==> src/rtl/hilo_pkg.sv <==
// Shared op codes, FSM states and constants for the Hi/Lo multiply/divide unit.
package hilo_pkg;

    typedef enum logic [2:0] {
        OP_MULT  = 3'd0,
        OP_MULTU = 3'd1,
        OP_DIV   = 3'd2,
        OP_DIVU  = 3'd3,
        OP_MADD  = 3'd4,
        OP_MADDU = 3'd5,
        OP_MSUB  = 3'd6,
        OP_MSUBU = 3'd7
    } op_e;

    typedef enum logic [1:0] {
        IDLE = 2'd0,
        RUN  = 2'd1,
        FIX  = 2'd2,
        DONE = 2'd3
    } state_e;

    localparam logic [31:0] DIV0_LO = 32'hFFFFFFFF;

    // Even op codes are the signed variants.
    function automatic logic op_is_signed(input logic [2:0] op);
        return ~op[0];
    endfunction

    function automatic logic op_is_div(input logic [2:0] op);
        return op[2:1] == 2'b01;
    endfunction

endpackage

==> src/rtl/hilo_muldiv_datapath.sv <==
// One iteration of radix-2 shift-add multiply or restoring shift-subtract divide.
module hilo_muldiv_datapath #(
    parameter int WIDTH = 32
) (
    input  logic             is_div,
    input  logic [WIDTH-1:0] hi,
    input  logic [WIDTH-1:0] lo,
    input  logic [WIDTH-1:0] opnd,
    output logic [WIDTH-1:0] hi_next,
    output logic [WIDTH-1:0] lo_next
);

    logic [WIDTH:0]   sum;
    logic [WIDTH:0]   shifted;
    logic [WIDTH-1:0] rem;
    logic             fits;

    always_comb begin
        sum     = {1'b0, hi} + (lo[0] ? {1'b0, opnd} : '0);
        shifted = {hi, lo[WIDTH-1]};
        fits    = shifted >= {1'b0, opnd};
        // When the trial subtraction fits, the remainder is below opnd and fits WIDTH bits.
        rem     = shifted[WIDTH-1:0] - opnd;
        if (is_div) begin
            hi_next = fits ? rem : shifted[WIDTH-1:0];
            lo_next = {lo[WIDTH-2:0], fits};
        end else begin
            hi_next = sum[WIDTH:1];
            lo_next = {sum[0], lo[WIDTH-1:1]};
        end
    end

endmodule

==> src/rtl/hilo_muldiv_unit.sv <==
// Iterative multiply/divide engine feeding Hi/Lo write data plus one of WriteEn/Madd/Msub.
module hilo_muldiv_unit
    import hilo_pkg::*;
#(
    parameter int WIDTH = 32,
    parameter int CNT_W = 5
) (
    input  logic             Clk,
    input  logic             RstN,
    input  logic             Start,
    input  logic [2:0]       Op,
    input  logic [WIDTH-1:0] OpA,
    input  logic [WIDTH-1:0] OpB,
    input  logic             Cancel,
    output logic             Busy,
    output logic             Done,
    output logic [WIDTH-1:0] WriteHiData,
    output logic [WIDTH-1:0] WriteLoData,
    output logic             WriteEn,
    output logic             Madd,
    output logic             Msub
);

    state_e           state;
    logic [CNT_W-1:0] cnt;
    logic [2:0]       op_q;
    logic [WIDTH-1:0] hi, lo, opnd, a_raw;
    logic             neg_lo, neg_hi, div_zero, div_ovf;

    logic [WIDTH-1:0]   hi_next, lo_next;
    logic [WIDTH-1:0]   a_mag, b_mag;
    logic               in_signed, in_div;
    logic [2*WIDTH-1:0] prod;
    logic [WIDTH-1:0]   fix_hi, fix_lo;

    hilo_muldiv_datapath #(.WIDTH(WIDTH)) u_datapath (
        .is_div  (op_is_div(op_q)),
        .hi      (hi),
        .lo      (lo),
        .opnd    (opnd),
        .hi_next (hi_next),
        .lo_next (lo_next)
    );

    always_comb begin
        in_signed = op_is_signed(Op);
        in_div    = op_is_div(Op);
        a_mag     = (in_signed && OpA[WIDTH-1]) ? -OpA : OpA;
        b_mag     = (in_signed && OpB[WIDTH-1]) ? -OpB : OpB;
    end

    // Sign correction and divide special cases, registered on the FIX -> DONE edge.
    always_comb begin
        prod   = neg_lo ? -{hi, lo} : {hi, lo};
        fix_hi = prod[2*WIDTH-1:WIDTH];
        fix_lo = prod[WIDTH-1:0];
        if (op_is_div(op_q)) begin
            if (div_zero) begin
                fix_hi = a_raw;
                fix_lo = DIV0_LO;
            end else if (div_ovf) begin
                fix_hi = '0;
                fix_lo = {1'b1, {(WIDTH-1){1'b0}}};
            end else begin
                fix_hi = neg_hi ? -hi : hi;
                fix_lo = neg_lo ? -lo : lo;
            end
        end
    end

    always_ff @(posedge Clk or negedge RstN) begin
        if (!RstN) begin
            state       <= IDLE;
            cnt         <= '0;
            op_q        <= '0;
            hi          <= '0;
            lo          <= '0;
            opnd        <= '0;
            a_raw       <= '0;
            neg_lo      <= 1'b0;
            neg_hi      <= 1'b0;
            div_zero    <= 1'b0;
            div_ovf     <= 1'b0;
            Busy        <= 1'b0;
            Done        <= 1'b0;
            WriteEn     <= 1'b0;
            Madd        <= 1'b0;
            Msub        <= 1'b0;
            WriteHiData <= '0;
            WriteLoData <= '0;
        end else begin
            Done    <= 1'b0;
            WriteEn <= 1'b0;
            Madd    <= 1'b0;
            Msub    <= 1'b0;
            case (state)
                IDLE: begin
                    if (Start && !Cancel) begin
                        op_q     <= Op;
                        hi       <= '0;
                        lo       <= in_div ? a_mag : b_mag;
                        opnd     <= in_div ? b_mag : a_mag;
                        a_raw    <= OpA;
                        neg_lo   <= in_signed && (OpA[WIDTH-1] ^ OpB[WIDTH-1]);
                        neg_hi   <= in_signed && OpA[WIDTH-1];
                        div_zero <= (OpB == '0);
                        div_ovf  <= (Op == OP_DIV) && (OpA == {1'b1, {(WIDTH-1){1'b0}}}) && (OpB == '1);
                        cnt      <= '0;
                        Busy     <= 1'b1;
                        state    <= RUN;
                    end
                end
                RUN: begin
                    if (Cancel) begin
                        Busy  <= 1'b0;
                        state <= IDLE;
                    end else begin
                        hi  <= hi_next;
                        lo  <= lo_next;
                        cnt <= cnt + 1'b1;
                        if (cnt == CNT_W'(WIDTH - 1)) state <= FIX;
                    end
                end
                FIX: begin
                    Busy <= 1'b0;
                    if (Cancel) begin
                        state <= IDLE;
                    end else begin
                        WriteHiData <= fix_hi;
                        WriteLoData <= fix_lo;
                        Done        <= 1'b1;
                        WriteEn     <= ~op_q[2];
                        Madd        <= (op_q[2:1] == 2'b10);
                        Msub        <= (op_q[2:1] == 2'b11);
                        state       <= DONE;
                    end
                end
                DONE: state <= IDLE;
                default: state <= IDLE;
            endcase
        end
    end

endmodule

==> config.mk <==
export PLATFORM = sky130hd
export DESIGN_NAME = hilo_muldiv_unit
export DESIGN_NICKNAME = d
export VERILOG_FILES = /design/src/rtl/hilo_pkg.sv /design/src/rtl/hilo_muldiv_datapath.sv /design/src/rtl/hilo_muldiv_unit.sv
export SDC_FILE = /design/constraint.sdc
export NUM_CORES = 1
export LEC_CHECK = 0
export BUFFER_PORTS_ARGS = -buffer_cell sky130_fd_sc_hd__buf_2
export CORE_ASPECT_RATIO = 1.75
export CORE_MARGIN = 3
export CORE_UTILIZATION = 40
export CTS_CLUSTER_DIAMETER = 30
export DETAILED_ROUTE_END_ITERATION = 8
export PLACE_DENSITY = 0.54
export REMOVE_ABC_BUFFERS = 1
export SYNTH_ARGS = -nofsm -noshare
export SYNTH_HDL_FRONTEND = slang
export SYNTH_SLANG_ARGS = --single-unit
export TNS_END_PERCENT = 50
==> constraint.sdc <==
create_clock -name Clk -period 4.23 [get_ports Clk]
set_input_delay 0.2115 -clock Clk [delete_from_list [all_inputs] [get_ports Clk]]
set_output_delay 0.2115 -clock Clk [all_outputs]
set_load 0.1 [all_outputs]
==> flow_summary.json, run 1 <==
{
  "vias": 16733,
  "synth_area_leaders": "dfrtp_1 31%, nand2_1 8.8%, xnor2_1 7.1%",
  "dp_hpwl_mm": 49.5,
  "switching_share": 0.489,
  "clock_power_share": 0.218,
  "routabilityCongestion": 0.934,
  "grt.overflow.total": 0,
  "antenna_cells": 0,
  "worstReg2RegEnd": "hi[19]",
  "cp.required_ns": 4.66,
  "status": "finished, final reports clean",
  "crit_chain": "inv_1 -> nor2_1 -> ha_1 -> a21o_1 -> or3_1 -> o211ai_1 -> o21ai_0 -> a311oi_1 -> o21ai_0 -> a2111o_1 -> a21oi_1 -> nor4_1",
  "min_from": "OpB[31]",
  "design.final.nets": 2504,
  "path_common_cell": "o21ai_0",
  "avgRoutedWirePerCell_um": 21.8,
  "drive_above_1_share": 0.135,
  "fin_worst_skew_ns": 0.0199,
  "dr.pass1.iters": 5,
  "insertion_delay_ns": 0.55,
  "seq_area_um2": 5260,
  "clock_path_buffers": 3,
  "grt.total_usage": 0.282,
  "place.port_buffers": 139,
  "setup.worst_path.end_class": "flip-flop",
  "totalWireLength_mm": 64.2,
  "slew_headroom": 0.329,
  "p_sw_mw": 8.15,
  "setup_ws_ns": 0.258,
  "critical_path_class": "flip-flop to flip-flop",
  "placed_cells": 2834,
  "peakVddDrop_v": 0.000415,
  "htreeDepth": 2,
  "path_buf_inv": 1,
  "grt_pass1_wl_mm": 99.0,
  "ff2ff_setup_slack_ns": 0.26,
  "cts_buffers": 44,
  "hp-class": "input port to flip-flop",
  "drt_iter0_markers": 1250,
  "p_seq_frac": 0.210,
  "num-fill-cells": 4270,
  "start_util": 0.405,
  "worstPathMaxFanout": 12,
  "syn_area_per_cell_um2": 7.59,
  "grt_pass1_vias": 16774,
  "layout_worst_path_cycle_share": 0.939,
  "syn_area_um2": 16900,
  "synthCells": 2228,
  "final_max_slew_viol_count": 0,
  "cts_tree": "done",
  "avgViaCountPerCell": 5.68,
  "clk_root_buffer_cell": "clkbuf_16",
  "areaGrowthSynthToFinish_pct": 19.5,
  "timing.rr.start": "lo[0]",
  "die-area_um2": 44900,
  "route.detailed.drc": 0,
  "ant_nets": 0,
  "rsz0062_at_grt": "false",
  "synth-seq-cells": 210,
  "clkTransAtPathRegs_ns": 0.06,
  "cpLargestDelayFamily": "compound AO/OA/AOI/OAI gates",
  "r2r_cells": 12,
  "min_to": "div_zero",
  "synth_top_area_share": 0.311,
  "power_frac_comb": 0.572,
  "synthFlopType": "dfrtp_1",
  "yosysWarnings": 0,
  "async_flop_share": 1.00,
  "tightest_slew_ns": 1.00,
  "finalHoldViolCount": 0,
  "die_x_um": 161,
  "coreArea_um2": 41700,
  "grt_max_degree": 111,
  "cts_sinks": 210,
  "antenna_found_initial": 0,
  "multi_input_area_um2": 10800,
  "period_minus_slack_ns": 3.97,
  "die_h_um": 278,
  "cp_slowest_cell": "a311oi_1",
  "ctsResizeCount": 0,
  "fin_cells": 2948,
  "p_per_area_nw_per_um2": 824,
  "seq_area_frac_synth": 0.311,
  "maxCapViolCount": 0,
  "num_rows": 99,
  "p_int_mw": 8.50,
  "placed_area_um2": 18300,
  "design_area_um2": 20200,
  "setup_viol": 0,
  "fin_tns_setup_ns": 0,
  "io_pins": 140,
  "hold_ws_ns": 0.0283,
  "power.leakage_nw": 9.20,
  "synth_edf_count": 0,
  "crit_arrival_ns": 4.40,
  "place_ws_ns": 0.275,
  "fmax_mhz": 252,
  "whs_path_depth": 2,
  "final_util": 0.484,
  "synthDistinctLibCells": 77,
  "p_total_mw": 16.6,
  "max_stage_delay_ns": 0.50,
  "synth_top_cell_by_area": "dfrtp_1",
  "cp-start-kind": "flip-flop"
}
power groups by stage:
stage / Clock, mW / Sequential, mW / Combinational [mW]
2_1_floorplan: 0 / 4.05 / 5.99
3_3_place_gp: 0 / 3.48 / 9.40
3_5_place_dp: 0 / 3.49 / 9.41
4_1_cts: 3.70 / 3.47 / 9.49
5_1_grt: 3.79 / 3.59 / 10.4
6_report: 3.63 / 3.49 / 9.52
registers in the layout (all words and copies together) (netlist names):
signal / flops
WriteEn: 1
neg_lo: 1
hi: 32
opnd: 32
state: 2
div_ovf: 1
Msub: 1
div_zero: 1
lo: 32
cnt: 5
neg_hi: 1
Madd: 1
a_raw: 32
WriteLoData: 32
Busy: 1
WriteHiData: 32
op_q: 2
Done: 1
layout make-up:
class,count,share of cell area
clock buffers,57,0.0604
clock inverters,25,0.0157
inverters,72,0.0134
multi-input cells,1785,0.536
flip-flops and latches,210,0.260
well taps,555,0.0344
repair buffers,244,0.0798
metal layers:
metal  vias to the layer above  global-route usage  wire length, um
li1                       8150                   -                -
met1                      7944               0.322            24700
met2                       494               0.524            33700
met3                       145              0.0277             2560
met4                         0               0.132             3310
met5                         -                   0                0
worst max-delay path by stage:
stage	startpoint	to	depth (start not counted)
final	lo[0]	hi[19]	12
after CTS	lo[0]	hi[30]	12
after global routing	lo[0]	hi[30]	12
after global placement	lo[0]	hi[30]	12
after detailed placement	lo[0]	hi[30]	12
after floorplan	hi[24]	hi[11]	10
Yosys cell counts, types with 27 or more instances:
cell / number
a21o_1: 27
a21oi_1: 198
clkbuf_1: 140
dfrtp_1: 210
ha_1: 74
inv_1: 72
mux2i_1: 27
nand2_1: 397
nand3_1: 28
nor2_1: 188
nor3_1: 37
o21ai_0: 220
o31ai_1: 30
xnor2_1: 137
xor2_1: 65
repair_timing:
action / CTS / global route
buffers inserted: 0 / 0
endpoints found under the hold margin: 139 / 0
hold buffers: 32 / 0
logic make-up (layout without fill, tap and decap cells):
logic type	after synthesis	in the layout	share of synthesized area
buf+inv	233	398	0.0525
xor+xnor	202	202	0.105
flops	210	210	0.311
mux	28	28	0.0166
simple gates	811	811	0.215
fa+ha+maj	76	76	0.0571
compound gates	668	668	0.243
layout by cell type, fill, tap and decap left out, types with 14 or more instances in the layout:
cell / instances
nor4_1: 18
nand2b_1: 19
a21oi_1: 197
a222oi_1: 22
dlygate4sd3_1: 32
nand3_1: 28
o211ai_1: 14
a211oi_1: 24
o21ai_0: 220
xor2_1: 65
inv_1: 72
buf_2: 138
a21o_1: 27
and3_1: 17
clkbuf_16: 45
a221oi_1: 14
buf_4: 70
nand2_1: 397
xnor2_1: 137
dfrtp_1: 209
nand4_1: 23
a22oi_1: 14
ha_1: 73
or3_1: 19
mux2i_1: 27
nor2_1: 184
o31ai_1: 30
nor3_1: 36
(Power assumes the default switching activity.)
==> inputs of run 2 (changes only) <==
--- a/config.mk
+++ b/config.mk
@@ -5,7 +5,7 @@
 export SDC_FILE = /design/constraint.sdc
 export NUM_CORES = 1
 export LEC_CHECK = 0
-export BUFFER_PORTS_ARGS = -buffer_cell sky130_fd_sc_hd__buf_2
+export BUFFER_PORTS_ARGS = -buffer_cell sky130_fd_sc_hd__buf_4
 export CORE_ASPECT_RATIO = 1.75
 export CORE_MARGIN = 3
 export CORE_UTILIZATION = 40
==> run 2 against run 1 <==
Non-clock buffer count grew 9. Core utilization up 1.1 points. Via count grew 1.9%. First-iteration DRC count fell by 14%. Largest power group unchanged.
==> flow_summary.json, run 2 (synthesis gave the netlist of run 1 again) <==
{
  "finalHoldViolCount": 0,
  "vias": 17043,
  "grt_max_degree": 98,
  "routabilityCongestion": 0.961,
  "maxCapViolCount": 0,
  "place.port_buffers": 139,
  "p_per_area_nw_per_um2": 827,
  "setup_viol": 0,
  "setup_ws_ns": 0.285,
  "avgRoutedWirePerCell_um": 22.4,
  "placed_cells": 2841,
  "tightest_slew_ns": 1.14,
  "cp-start-kind": "flip-flop",
  "rsz0062_at_grt": "false",
  "insertion_delay_ns": 0.54,
  "cp_slowest_cell": "dfrtp_1",
  "avgViaCountPerCell": 5.77,
  "design_area_um2": 20700,
  "hp-class": "input port to flip-flop",
  "start_util": 0.405,
  "post_cts_buffers": 0,
  "cp_num_cells": 13,
  "worstPathMaxFanout": 21,
  "final_util": 0.495,
  "crit_chain": "inv_1 -> buf_4 -> nor2_1 -> ha_1 -> a21o_1 -> a221o_1 -> a31o_2 -> or2_2 -> o2111a_1 -> o21ai_0 -> nor2b_1 -> nor4_1 -> a211oi_1",
  "die-area_um2": 44900,
  "cp.required_ns": 4.63,
  "grt_pass1_vias": 17094,
  "die_x_um": 161,
  "fin_cells": 2954,
  "cts_tree": "done",
  "period_minus_slack_ns": 3.95,
  "ant_nets": 0,
  "antenna_found_initial": 0,
  "layout_worst_path_cycle_share": 0.933,
  "clkTransAtPathRegs_ns": 0.05,
  "multi_input_area_um2": 10800,
  "peakVddDrop_v": 0.000436,
  "crit_arrival_ns": 4.35,
  "io_pins": 140,
  "slew_headroom": 0.239,
  "path_buf_inv": 2,
  "r2r_cells": 13,
  "drive_above_1_share": 0.138,
  "cpLargestDelayFamily": "compound AO/OA/AOI/OAI gates",
  "worstReg2RegEnd": "hi[31]",
  "timing.rr.start": "lo[0]",
  "areaGrowthSynthToFinish_pct": 22.1,
  "cts_buffers": 44,
  "antenna_cells": 0,
  "fmax_mhz": 253,
  "ff2ff_setup_slack_ns": 0.28,
  "fin_tns_setup_ns": 0,
  "grt.overflow.total": 0,
  "dp_hpwl_mm": 50.8,
  "htreeDepth": 2,
  "grt_pass1_wl_mm": 101,
  "final_max_slew_viol_count": 0,
  "p_total_mw": 17.1,
  "status": "finished, final reports clean",
  "max_stage_delay_ns": 0.46,
  "whs_path_depth": 3,
  "clock_path_buffers": 3,
  "power.leakage_nw": 9.34,
  "clk_root_buffer_cell": "clkbuf_16",
  "setup.worst_path.end_class": "flip-flop",
  "fin_worst_skew_ns": 0.0176,
  "layout_commonest_cell": "nand2_1",
  "drt_iter0_markers": 1080,
  "dr.pass1.iters": 5,
  "min_to": "state[0]",
  "route.detailed.drc": 0,
  "seq_area_um2": 5260,
  "num-fill-cells": 4131,
  "die_h_um": 278,
  "num_rows": 99,
  "min_from": "Start",
  "design.final.nets": 2513,
  "placed_area_um2": 18700,
  "coreArea_um2": 41700,
  "place_ws_ns": 0.268,
  "totalWireLength_mm": 66.3,
  "hold_ws_ns": 0.0383,
  "cts_sinks": 210,
  "final_cell_mix": "397 x nand2_1, 220 x o21ai_0, 216 x buf_4",
  "grt.total_usage": 0.288,
  "critical_path_class": "flip-flop to flip-flop"
}
[run 2: how the worst max path moves through the flow]
stage,slack (ns),end,from
2_1_floorplan,-0.24,hi[11],hi[24]
3_3_place_gp,0.22,hi[24],lo[0]
3_5_place_dp,0.27,hi[24],lo[0]
4_1_cts,0.25,hi[24],lo[0]
5_1_grt,0.009,hi[28],lo[0]
6_report,0.28,hi[31],lo[0]
[run 2: power by group]
group	switching (mW)	internal, mW
logic	6.24	3.61
clock network	1.19	2.57
registers	0.792	2.69
total	8.22	8.86
[run 2: metal layers]
layer  global-route usage  up-vias  part of all wire
li1                     -     8149                 -
met1                0.326     8102              0.38
met2                0.528      603              0.52
met3               0.0277      189             0.043
met4                0.152        0             0.058
met5                    0        -                 0
[run 2: final cells by class]
class	count	share of cell area
well taps	555	0.0336
clock buffers	53	0.0584
multi-input cells	1785	0.524
inverters	72	0.0131
clock inverters	26	0.0185
flip-flops and latches	210	0.254
repair buffers	253	0.0976
[run 2: repair_timing]
action / in CTS / in global routing
resized for setup: 0 / 1
setup endpoints to repair: 0 / 2
hold buffers: 34 / 0
hold endpoints to repair: 126 / 0
[run 2: worst min-delay path, stage by stage]
cell     delay (ns)
buf_4          0.12
mux2i_1        0.13
o31ai_1        0.08
